## src/rtl/rmii_tx_reply.sv

```systemverilog
// Builds a 60-byte reply frame on each tx_strobe toggle and serialises it onto RMII, one nibble/clk.
// Define RMII_TX_COUNT_EN to carry a 16-bit frame counter in data bytes 22-23.
module rmii_tx_reply #(
  parameter logic [47:0] DST_MAC     = 48'hffffffffffff,
  parameter logic [47:0] SRC_MAC     = 48'h020000000001,
  parameter int unsigned IFG_NIBBLES = 24
) (
  input  logic        clk,
  input  logic        reset_n,
  input  logic        tx_strobe,
  input  logic [7:0]  seqnum,
  input  logic [31:0] status,
  output logic [3:0]  rmii_TX,
  output logic [1:0]  rmii_TX_EN,
  output logic        busy,
  output logic        frame_done
);

  localparam logic [2:0] StIdle = 3'd0;
  localparam logic [2:0] StPre  = 3'd1;
  localparam logic [2:0] StData = 3'd2;
  localparam logic [2:0] StFcs  = 3'd3;
  localparam logic [2:0] StIfg  = 3'd4;

  // The IDLE pass-through cycle provides the last idle nibble of the gap, so IFG is one shorter.
  localparam logic [8:0] IfgLast = 9'((IFG_NIBBLES > 1) ? (IFG_NIBBLES - 2) : 0);

  logic [2:0]  state_q, state_d;
  logic [8:0]  cnt_q, cnt_d;
  logic        strobe_prev_q, pending_q, pending_d;
  logic        req, start, last_fcs;
  logic [7:0]  seq_q;
  logic [31:0] status_q, crc_q, fcs;
  logic [15:0] count_field;
  logic [7:0]  byte_idx, data_byte;
  logic [3:0]  nib, tx_q;
  logic        nib_en, en_q, busy_q, done_q;

  function automatic logic [31:0] crc_nibble(input logic [31:0] c, input logic [3:0] d);
    logic [31:0] r;
    r = c;
    for (int i = 0; i < 4; i++) begin
      r = (r >> 1) ^ ((r[0] ^ d[i]) ? 32'hEDB88320 : 32'h0);
    end
    return r;
  endfunction

  always_comb begin
    req       = tx_strobe != strobe_prev_q;
    state_d   = state_q;
    cnt_d     = cnt_q + 9'd1;
    pending_d = pending_q | req;
    start     = 1'b0;
    last_fcs  = 1'b0;
    case (state_q)
      StIdle: begin
        cnt_d = '0;
        if (req || pending_q) begin
          state_d   = StPre;
          start     = 1'b1;
          // A fresh request arriving while a pending one is consumed queues the next frame.
          pending_d = pending_q & req;
        end
      end
      StPre: if (cnt_q == 9'd15) begin
        state_d = StData;
        cnt_d   = '0;
      end
      StData: if (cnt_q == 9'd119) begin
        state_d = StFcs;
        cnt_d   = '0;
      end
      StFcs: if (cnt_q == 9'd7) begin
        last_fcs = 1'b1;
        state_d  = (IFG_NIBBLES > 1) ? StIfg : StIdle;
        cnt_d    = '0;
      end
      StIfg: if (cnt_q == IfgLast) begin
        state_d = StIdle;
        cnt_d   = '0;
      end
      default: begin
        state_d = StIdle;
        cnt_d   = '0;
      end
    endcase
  end

  assign byte_idx = cnt_q[8:1];

  always_comb begin
    data_byte = 8'h00;
    case (byte_idx)
      8'd0:         data_byte = DST_MAC[47:40];
      8'd1:         data_byte = DST_MAC[39:32];
      8'd2:         data_byte = DST_MAC[31:24];
      8'd3:         data_byte = DST_MAC[23:16];
      8'd4:         data_byte = DST_MAC[15:8];
      8'd5:         data_byte = DST_MAC[7:0];
      8'd6:         data_byte = SRC_MAC[47:40];
      8'd7:         data_byte = SRC_MAC[39:32];
      8'd8:         data_byte = SRC_MAC[31:24];
      8'd9:         data_byte = SRC_MAC[23:16];
      8'd10:        data_byte = SRC_MAC[15:8];
      8'd11:        data_byte = SRC_MAC[7:0];
      8'd12, 8'd13: data_byte = 8'h55;
      8'd14:        data_byte = 8'h01;
      8'd16:        data_byte = seq_q;
      8'd18:        data_byte = status_q[7:0];
      8'd19:        data_byte = status_q[15:8];
      8'd20:        data_byte = status_q[23:16];
      8'd21:        data_byte = status_q[31:24];
      8'd22:        data_byte = count_field[7:0];
      8'd23:        data_byte = count_field[15:8];
      default:      data_byte = 8'h00;
    endcase
  end

  assign fcs = ~crc_q;

  always_comb begin
    nib    = 4'h0;
    nib_en = 1'b0;
    case (state_q)
      StPre: begin
        nib_en = 1'b1;
        nib    = (cnt_q == 9'd15) ? 4'hD : 4'h5;
      end
      StData: begin
        nib_en = 1'b1;
        nib    = cnt_q[0] ? data_byte[7:4] : data_byte[3:0];
      end
      StFcs: begin
        nib_en = 1'b1;
        nib    = fcs[{cnt_q[2:0], 2'b00} +: 4];
      end
      default: ;
    endcase
  end

  always_ff @(posedge clk) begin
    strobe_prev_q <= tx_strobe;
    if (!reset_n) begin
      state_q   <= StIdle;
      cnt_q     <= '0;
      pending_q <= 1'b0;
      tx_q      <= 4'h0;
      en_q      <= 1'b0;
      busy_q    <= 1'b0;
      done_q    <= 1'b0;
    end else begin
      state_q   <= state_d;
      cnt_q     <= cnt_d;
      pending_q <= pending_d;
      tx_q      <= nib;
      en_q      <= nib_en;
      busy_q    <= state_d != StIdle;
      done_q    <= last_fcs;
    end
  end

  always_ff @(posedge clk) begin
    if (start) begin
      seq_q    <= seqnum;
      status_q <= status;
      crc_q    <= 32'hFFFFFFFF;
    end else if (state_q == StData) begin
      crc_q <= crc_nibble(crc_q, nib);
    end
  end

`ifdef RMII_TX_COUNT_EN
  logic [15:0] frame_cnt_q, count_cap_q;

  always_ff @(posedge clk) begin
    if (!reset_n) begin
      frame_cnt_q <= '0;
      count_cap_q <= '0;
    end else begin
      if (last_fcs) frame_cnt_q <= frame_cnt_q + 16'd1;
      if (start)    count_cap_q <= frame_cnt_q;
    end
  end

  assign count_field = count_cap_q;
`else
  assign count_field = 16'h0000;
`endif

  assign rmii_TX    = tx_q;
  assign rmii_TX_EN = {en_q, en_q};
  assign busy       = busy_q;
  assign frame_done = done_q;

endmodule

```

## config.mk

```make
export PLATFORM = sky130hd
export DESIGN_NAME = rmii_tx_reply
export DESIGN_NICKNAME = d
export VERILOG_FILES = /design/src/rtl/rmii_tx_reply.sv
export SDC_FILE = /design/constraint.sdc
export NUM_CORES = 1
export LEC_CHECK = 0
export ABC_AREA = 1
export BUFFER_PORTS_ARGS = -buffer_cell sky130_fd_sc_hd__buf_2
export CAP_MARGIN = 15
export CORE_MARGIN = 1
export CORE_UTILIZATION = 35
export DETAILED_ROUTE_END_ITERATION = 16
export SYNTH_ARGS = -nofsm -noshare
export SYNTH_HDL_FRONTEND = slang
export SYNTH_SLANG_ARGS = --single-unit
```

## constraint.sdc

```tcl
create_clock -name clk -period 3.97 [get_ports clk]
set_input_delay 0.794 -clock clk [delete_from_list [all_inputs] [get_ports clk]]
set_output_delay 0.794 -clock clk [all_outputs]
set_load 0.1 [all_outputs]
```

==> impl_metrics.py, run 1 <==
metrics = {
    "logic_synthesis": {
        "synth-xor-area-share_pct": 1.07,
        "ys_top_cells_by_area": "edfxtp_1 25%, dfxtp_1 22%, nand2_1 17%",
        "synth_area_leader_cell": "edfxtp_1",
        "synth_top_family_by_area": "simple AND/OR/NAND/NOR gates",
        "synth-simple-area-share_pct": 34.8,
        "synth_fp_nets": 714,
        "synthCells": 669,
        "synthArstFlopShare_pct": 0,
        "synth_largest_type_area_fraction_pct": 24.5,
        "mappedNetlistArea_um2": 4900,
        "synth_fa_ha_area_share_pct": 0.511,
        "seq_area_frac_synth_pct": 46.2,
        "postSynthAreaPerCell_um2": 7.33,
        "yosys_warnings": 0,
        "synth_compound_area_share_pct": 9.52,
        "synthDistinctLibCells": 35,
        "synth_edf_count": 40,
        "synth_ff_type": "dfxtp_1",
        "synth.area.mux_share_pct": 0,
        "synth_seq_cells": 93,
    },
    "critical_path": {
        "critPathRequiredTime_ps": 4220,
        "worstSetupEndpointType": "flop",
        "crit_chain": "inv_1, nand2_1, nor2_4, nand2_1, nor2_1, nor2_1, nand2_1, nand2_1, nand2_1, nand2_2, nand2_2, nand2_1, nand2_2, nand2_1, nand2_1, nand2_1, nand3_1, nand2_1",
        "crit_slowest_cell": "nor2_4",
        "crit_top_cell": "nand2_1",
        "cp_max_fo": 36,
        "cp.arrival_ps": 3050,
        "cp-start-kind": "flop",
        "crit_type": "reg -> reg",
        "crit_path_max_incr_delay_ps": 580,
    },
    "clock_network": {
        "cts_buffer_depth": 2,
        "cts_buffers": 9,
        "cts-hold-fix-buffers": 0,
        "clock_latency_ps": 350,
        "path_clk_slew_ps": 70,
        "cts_resized": 0,
        "postCtsSetupRepairBufs": 0,
        "cts_tree": "yes",
        "clock_sinks": 93,
        "cts_root_buffer": "clkbuf_16",
        "htreeDepth": 3,
    },
    "power_and_ir_drop": {
        "p_per_area_nw_per_um2": 391,
        "ir_worst_vdd_v": 0.000251,
        "fin_total_pwr_w": 0.00218,
        "power.leakage_nw": 2.69,
    },
    "cells_and_area": {
        "register_area_um2": 2260,
        "syn2layout_area_growth_pct": 13.9,
        "nNetsFinal": 756,
        "fillCellCount": 1383,
        "final_area_um2": 5580,
        "drive_gt1_share_pct": 15.2,
        "n_antenna_cell": 0,
        "multi_input_comb_area_um2": 2260,
    },
    "sta": {
        "fmaxAchievable_ghz": 0.357,
        "finalWorstSetupSlack_ps": 1170,
        "skew_ps": 7.88,
        "rsz0062_at_grt": "false",
        "fin_setup_tns_ps": 0,
        "slew_headroom_pct": 52.4,
        "slew_viol_final": 0,
        "min_period_ps": 2800,
        "final.period_utilization_pct": 70.5,
        "setup_viol": 0,
        "tightest_slew_ps": 713,
        "hold_viol": 0,
    },
    "placed_design": {
        "globalplace.congestion": 0.859,
        "post-place-ws_ps": 1200,
        "portBuffers": 50,
        "dpl_cell_area_um2": 5280,
        "dp_hpwl_um": 8620,
    },
    "routing": {
        "drt-initial-drc-count": 365,
        "antenna_left": 0,
        "wl_um": 12400,
        "topRoutingLayerUsed": "met4",
        "route.detailed.drc": 0,
        "wl_met3_um": 677,
        "wl_met1_um": 5760,
        "wl_per_cell_um": 13.8,
        "vias": 4380,
        "vias_per_cell": 4.91,
        "route.met2.wl_um": 5700,
        "drtPass1Iterations": 5,
    },
    "global_route": {
        "antenna_found_initial": 0,
        "track_usage_pct": 18.0,
        "grt_pass1_wl_um": 20100,
        "grt_max_degree": 43,
        "grt_pass1_vias": 4033,
        "overflow": 0,
    },
    "floorplanning": {
        "dieWidth_um": 120,
        "start_util_pct": 36.4,
        "die-area_um2": 14500,
        "fp.coreArea_um2": 13500,
        "num_io_pins": 51,
        "row_count": 42,
        "chipHeight_um": 120,
    },
    "run_status": {
        "status": "finished clean",
    },
    "hold_path": {
        "hold_class": "reg -> reg",
    },
    "flow_run": {
        "cap_violations": 0,
    },
}
state kept, by name, summed over array words and instances (netlist names):
signal	flops
crc_q	32
status_q	32
cnt_q	9
seq_q	8
rmii_TX	4
state_q	3
busy	1
en_q	1
frame_done	1
pending_q	1
strobe_prev_q	1
per-stage QoR:
step	cells	hold WS, ps	util (%)
after detailed placement	876	444	39.3
after CTS	892	458	41.5
after global placement	876	437	39.3
final	892	453	41.5
after floorplan	669	447	-
after global routing	892	485	41.5
critical path, delay by kind of cell, from the launching register on:
kind                   cells  cell delay, ps
DFF                        1             320
buffers and inverters      1             100
and+or+nand+nor           17            2270
final cells by class:
class,instances,share of cell area [%]
clock buffers,9,4.04
clock inverters,7,1.32
inverters,66,4.44
multi-input cells,487,40.5
flip-flops and latches,93,40.5
well taps,176,3.95
repair buffers,54,5.25
path summary, 6_finish.rpt:
path              startpoint  endpoint  slack (ps)  cells after the start
setup / recovery    cnt_q[8]  crc_q[5]        1170                     18
hold / removal      cnt_q[0]  cnt_q[0]         450                      1
setup reg to reg    cnt_q[8]  crc_q[5]        1170                     18
hold reg to reg     cnt_q[0]  cnt_q[0]         450                      1
cell usage in the layout, fill, tap and decap left out, types with 3 or more instances in the layout:
cell type,Yosys,final
nor3_1,6,6
o211ai_1,10,10
o21ai_0,18,18
xor2_1,5,5
dfxtp_1,53,53
nand2_2,18,18
a21oi_1,43,43
nor2_2,3,3
buf_2,0,50
inv_2,6,7
nor2_4,5,5
o21ai_1,7,7
inv_1,59,58
edfxtp_1,40,40
clkbuf_16,0,9
nor2_1,53,53
buf_4,4,3
nand3_1,73,73
nand2_1,227,227
routing by layer:
layer | GRT usage (%) | up-vias
met4 | 5.71 | 0
met3 | 3.96 | 17
li1 | - | 2247
met2 | 29.5 | 113
met5 | 0 | -
met1 | 23.6 | 2003
cell families after synthesis:
kind of cell             after synthesis
adder cells (fa/ha/maj)                2
AO/OA/AOI/OAI                         85
flip-flops                            93
AND/OR/NAND/NOR                      394
buffers and inverters                 89
XOR/XNOR                               6
Yosys cell counts (3+ instances only):
cell type    n
a21oi_1     43
buf_1        3
buf_4        4
buf_6        5
clkbuf_1    11
dfxtp_1     53
edfxtp_1    40
inv_1       59
inv_2        6
nand2_1    227
nand2_2     18
nand3_1     73
nor2_1      53
nor2_2       3
nor2_4       5
nor3_1       6
o211ai_1    10
o21ai_0     18
o21ai_1      7
xor2_1       5
report_power, final:
part / switching [W] / total, W / leakage, nW / internal (W)
clock: 0.000381 / 0.000872 / 0.146 / 0.000490
combinational: 0.000172 / 0.000228 / 1.73 / 0.0000566
sequential: 0.0000174 / 0.00108 / 0.814 / 0.00106
total: 0.000571 / 0.00218 / 2.69 / 0.00161
Note: power is estimated with default switching activity, not from simulation.
==> inputs of run 2 (changes only) <==
Settings changed: ABC_AREA 1 to 0.
Clock period 3.97 ns to 2.6 ns, I/O delays scaled along.
==> run 2 against run 1 <==
  * The flow now finishes with violations (setup timing)
  * Flip-flop and latch count did not move
  * Register-to-register slack got worse by 1300 ps
  * Die area fell by 6.5%
  * Setup slack got worse by 1300 ps
  * Via count fell by 19%
  * Synthesized cell count fell by 39%
  * Sequential share of layout area fell by 3.8 points
  * Largest power group unchanged
  * Highest routed layer unchanged
==> impl_metrics.py, run 2 <==
metrics = {
    "logic_synthesis": {
        "synth_edf_count": 40,
        "synthDistinctLibCells": 73,
        "mappedNetlistArea_um2": 4580,
        "synth_seq_cells": 93,
        "synthArstFlopShare_pct": 0,
        "yosys_warnings": 0,
        "synthCells": 409,
        "synth_fp_nets": 454,
        "synth.top_cells.by_count": "53 x dfxtp_1, 40 x edfxtp_1, 33 x nand2_1",
        "postSynthAreaPerCell_um2": 11.2,
        "synth_most_common_cell": "dfxtp_1",
        "ys_top_cells_by_area": "edfxtp_1 26%, dfxtp_1 23%, xnor2_1 3.6%",
        "synth_largest_type_area_fraction_pct": 26.2,
        "synth_area_leader_cell": "edfxtp_1",
        "synth_ff_type": "dfxtp_1",
        "seq_area_frac_synth_pct": 49.4,
    },
    "placed_design": {
        "dpl_cell_area_um2": 5470,
        "post-place-ws_ps": -366,
        "globalplace.congestion": 0.827,
        "dp_cells": 670,
        "portBuffers": 50,
        "dp_hpwl_um": 8080,
    },
    "sta": {
        "skew_ps": 8.63,
        "slew_headroom_pct": 60.9,
        "rsz0062_at_grt": "true",
        "tightest_slew_ps": 583,
        "fmaxAchievable_ghz": 0.364,
        "finalWorstSetupSlack_ps": -145,
        "whs_ps": 293,
        "min_period_ps": 2740,
        "final.period_utilization_pct": 106,
        "slew_viol_final": 0,
        "hold_viol": 0,
        "setup_viol": 21,
    },
    "power_and_ir_drop": {
        "p_int_w": 0.00262,
        "p_per_area_nw_per_um2": 565,
        "power.leakage_nw": 2.52,
        "p_comb_share_pct": 13.8,
        "power_frac_clock_pct": 39.3,
        "switching_share_pct": 25.0,
        "p_seq_share_pct": 46.9,
        "ir_worst_vdd_v": 0.000414,
        "p_sw_w": 0.000876,
    },
    "critical_path": {
        "crit_type": "reg -> reg",
        "critPathRequiredTime_ps": 2880,
        "worstSetupEndpointType": "flop",
        "cp_max_fo": 12,
        "cp-start-kind": "flop",
        "crit_start": "cnt_q[2]",
        "cp.arrival_ps": 3030,
        "reg2reg_from": "cnt_q[2]",
    },
    "routing": {
        "vias": 3540,
        "drt-initial-drc-count": 288,
        "vias_per_cell": 5.06,
        "wl_um": 11500,
        "antenna_left": 0,
        "wl_per_cell_um": 16.5,
        "route.detailed.drc": 0,
        "drtPass1Iterations": 4,
    },
    "clock_network": {
        "cts_tree": "yes",
        "cts_root_buffer": "clkbuf_16",
        "cts-hold-fix-buffers": 0,
        "path_clk_slew_ps": 70,
        "cts_buffers": 9,
        "cts_buffer_depth": 2,
        "clock_sinks": 93,
        "htreeDepth": 3,
        "clock_latency_ps": 350,
    },
    "cells_and_area": {
        "final_area_um2": 6190,
        "n_antenna_cell": 0,
        "layout_common_cells": "55 x buf_4, 50 x buf_2, 47 x dfxtp_1",
        "top_regs": "crc_q x32, status_q x32, cnt_q x9",
        "nNetsFinal": 568,
        "syn2layout_area_growth_pct": 35.3,
        "final_common_cell": "buf_4",
        "drive_gt1_share_pct": 37.7,
        "finish.utilization_pct": 48.9,
        "stdcell_count": 700,
    },
    "floorplanning": {
        "chipHeight_um": 116,
        "start_util_pct": 36.1,
        "die-area_um2": 13500,
        "dieWidth_um": 116,
        "row_count": 41,
        "num_io_pins": 51,
        "fp.coreArea_um2": 12700,
    },
    "global_route": {
        "grt_pass1_vias": 3445,
        "overflow": 0,
        "grt_max_degree": 47,
        "antenna_found_initial": 0,
        "grt_pass1_wl_um": 18500,
        "track_usage_pct": 18.5,
    },
    "hold_path": {
        "hold_class": "in -> reg",
        "hold_path_startpoint": "tx_strobe",
    },
    "flow_run": {
        "cap_violations": 0,
    },
    "run_status": {
        "status": "finished with violations",
        "violations": "setup timing",
    },
}
## run 2: changes by cell type after synthesis, moves of 7 or more
cell and change:
a21oi_1 -23, mux2i_1 +13, nand2_1 -194, nand3_1 -61
nand4_1 +7, xnor2_1 +18, nor2_1 -25, o21ai_0 -12
inv_1 -48, nand2_2 -18, buf_2 +10
## run 2: metrics by stage
stage,TNS [ps],total power [W]
5_1_grt,-4370,0.00363
6_report,-1820,0.00350
4_1_cts,-1900,0.00351
3_5_place_dp,-4440,0.00208
3_3_place_gp,-3370,0.00207
2_1_floorplan,-357,0.00193
## run 2: kinds of logic after synthesis
logic type / after synthesis / synth area share [%]
AND/OR/NAND/NOR: 117 / 13.0
flip-flops: 93 / 49.4
AO/OA/AOI/OAI: 89 / 14.5
XOR/XNOR: 43 / 12.4
buffers and inverters: 40 / 3.88
multiplexers: 24 / 6.04
adder cells (fa/ha/maj): 3 / 0.765
## run 2: repair_timing
action                                  in CTS  in global routing
gates resized for setup                     32                 21
setup buffers                               12                  6
pin swaps                                   19                  5
endpoints found under the setup margin      22                 27
## run 2: final cells by class
type                       count  area, µm²
sequential                    93       2270
fill                        1149       6480
timing repair buffer         130        980
multi-input combinational    276       2360
inverter                      13       50.0
tap                          172        215
clock buffer                  10        239
clock inverter                 6       75.1
## run 2: power by group through the flow
stage | sequential, W | clock (W) | combinational (W)
after floorplan | 0.00170 | 0 | 0.000231
after global placement | 0.00167 | 0 | 0.000399
after detailed placement | 0.00168 | 0 | 0.000402
after CTS | 0.00164 | 0.00141 | 0.000458
after global routing | 0.00165 | 0.00147 | 0.000512
final | 0.00164 | 0.00138 | 0.000482
## run 2: worst max-delay path, stage by stage, from the launching register on
cell	delay [ps]
dfxtp_4	410
buf_4	180
mux2_1	350
a221oi_1	280
nor2_1	100
nor3_1	150
buf_4	150
a211oi_4	40
buf_6	130
xnor2_4	240
buf_6	180
xor3_1	310
a21oi_1	140
## run 2: layer usage
| metal | vias to the layer above | GRT usage (%) | share of wire, % |
|---|---|---|---|
| met1 | 1714 | 26.0 | 48 |
| met5 | - | 0 | 0 |
| met4 | 0 | 7.78 | 2.3 |
| met2 | 85 | 27.5 | 46 |
| li1 | 1721 | - | - |
| met3 | 20 | 3.79 | 3.8 |
## run 2: path summary, 6_finish.rpt
check | cells after the start | slack (ps) | endpoint
setup / recovery | 12 | -140 | crc_q[27]
hold / removal | 1 | 290 | strobe_prev_q
setup reg to reg | 12 | -140 | crc_q[27]
hold reg to reg | 2 | 490 | crc_q[0]
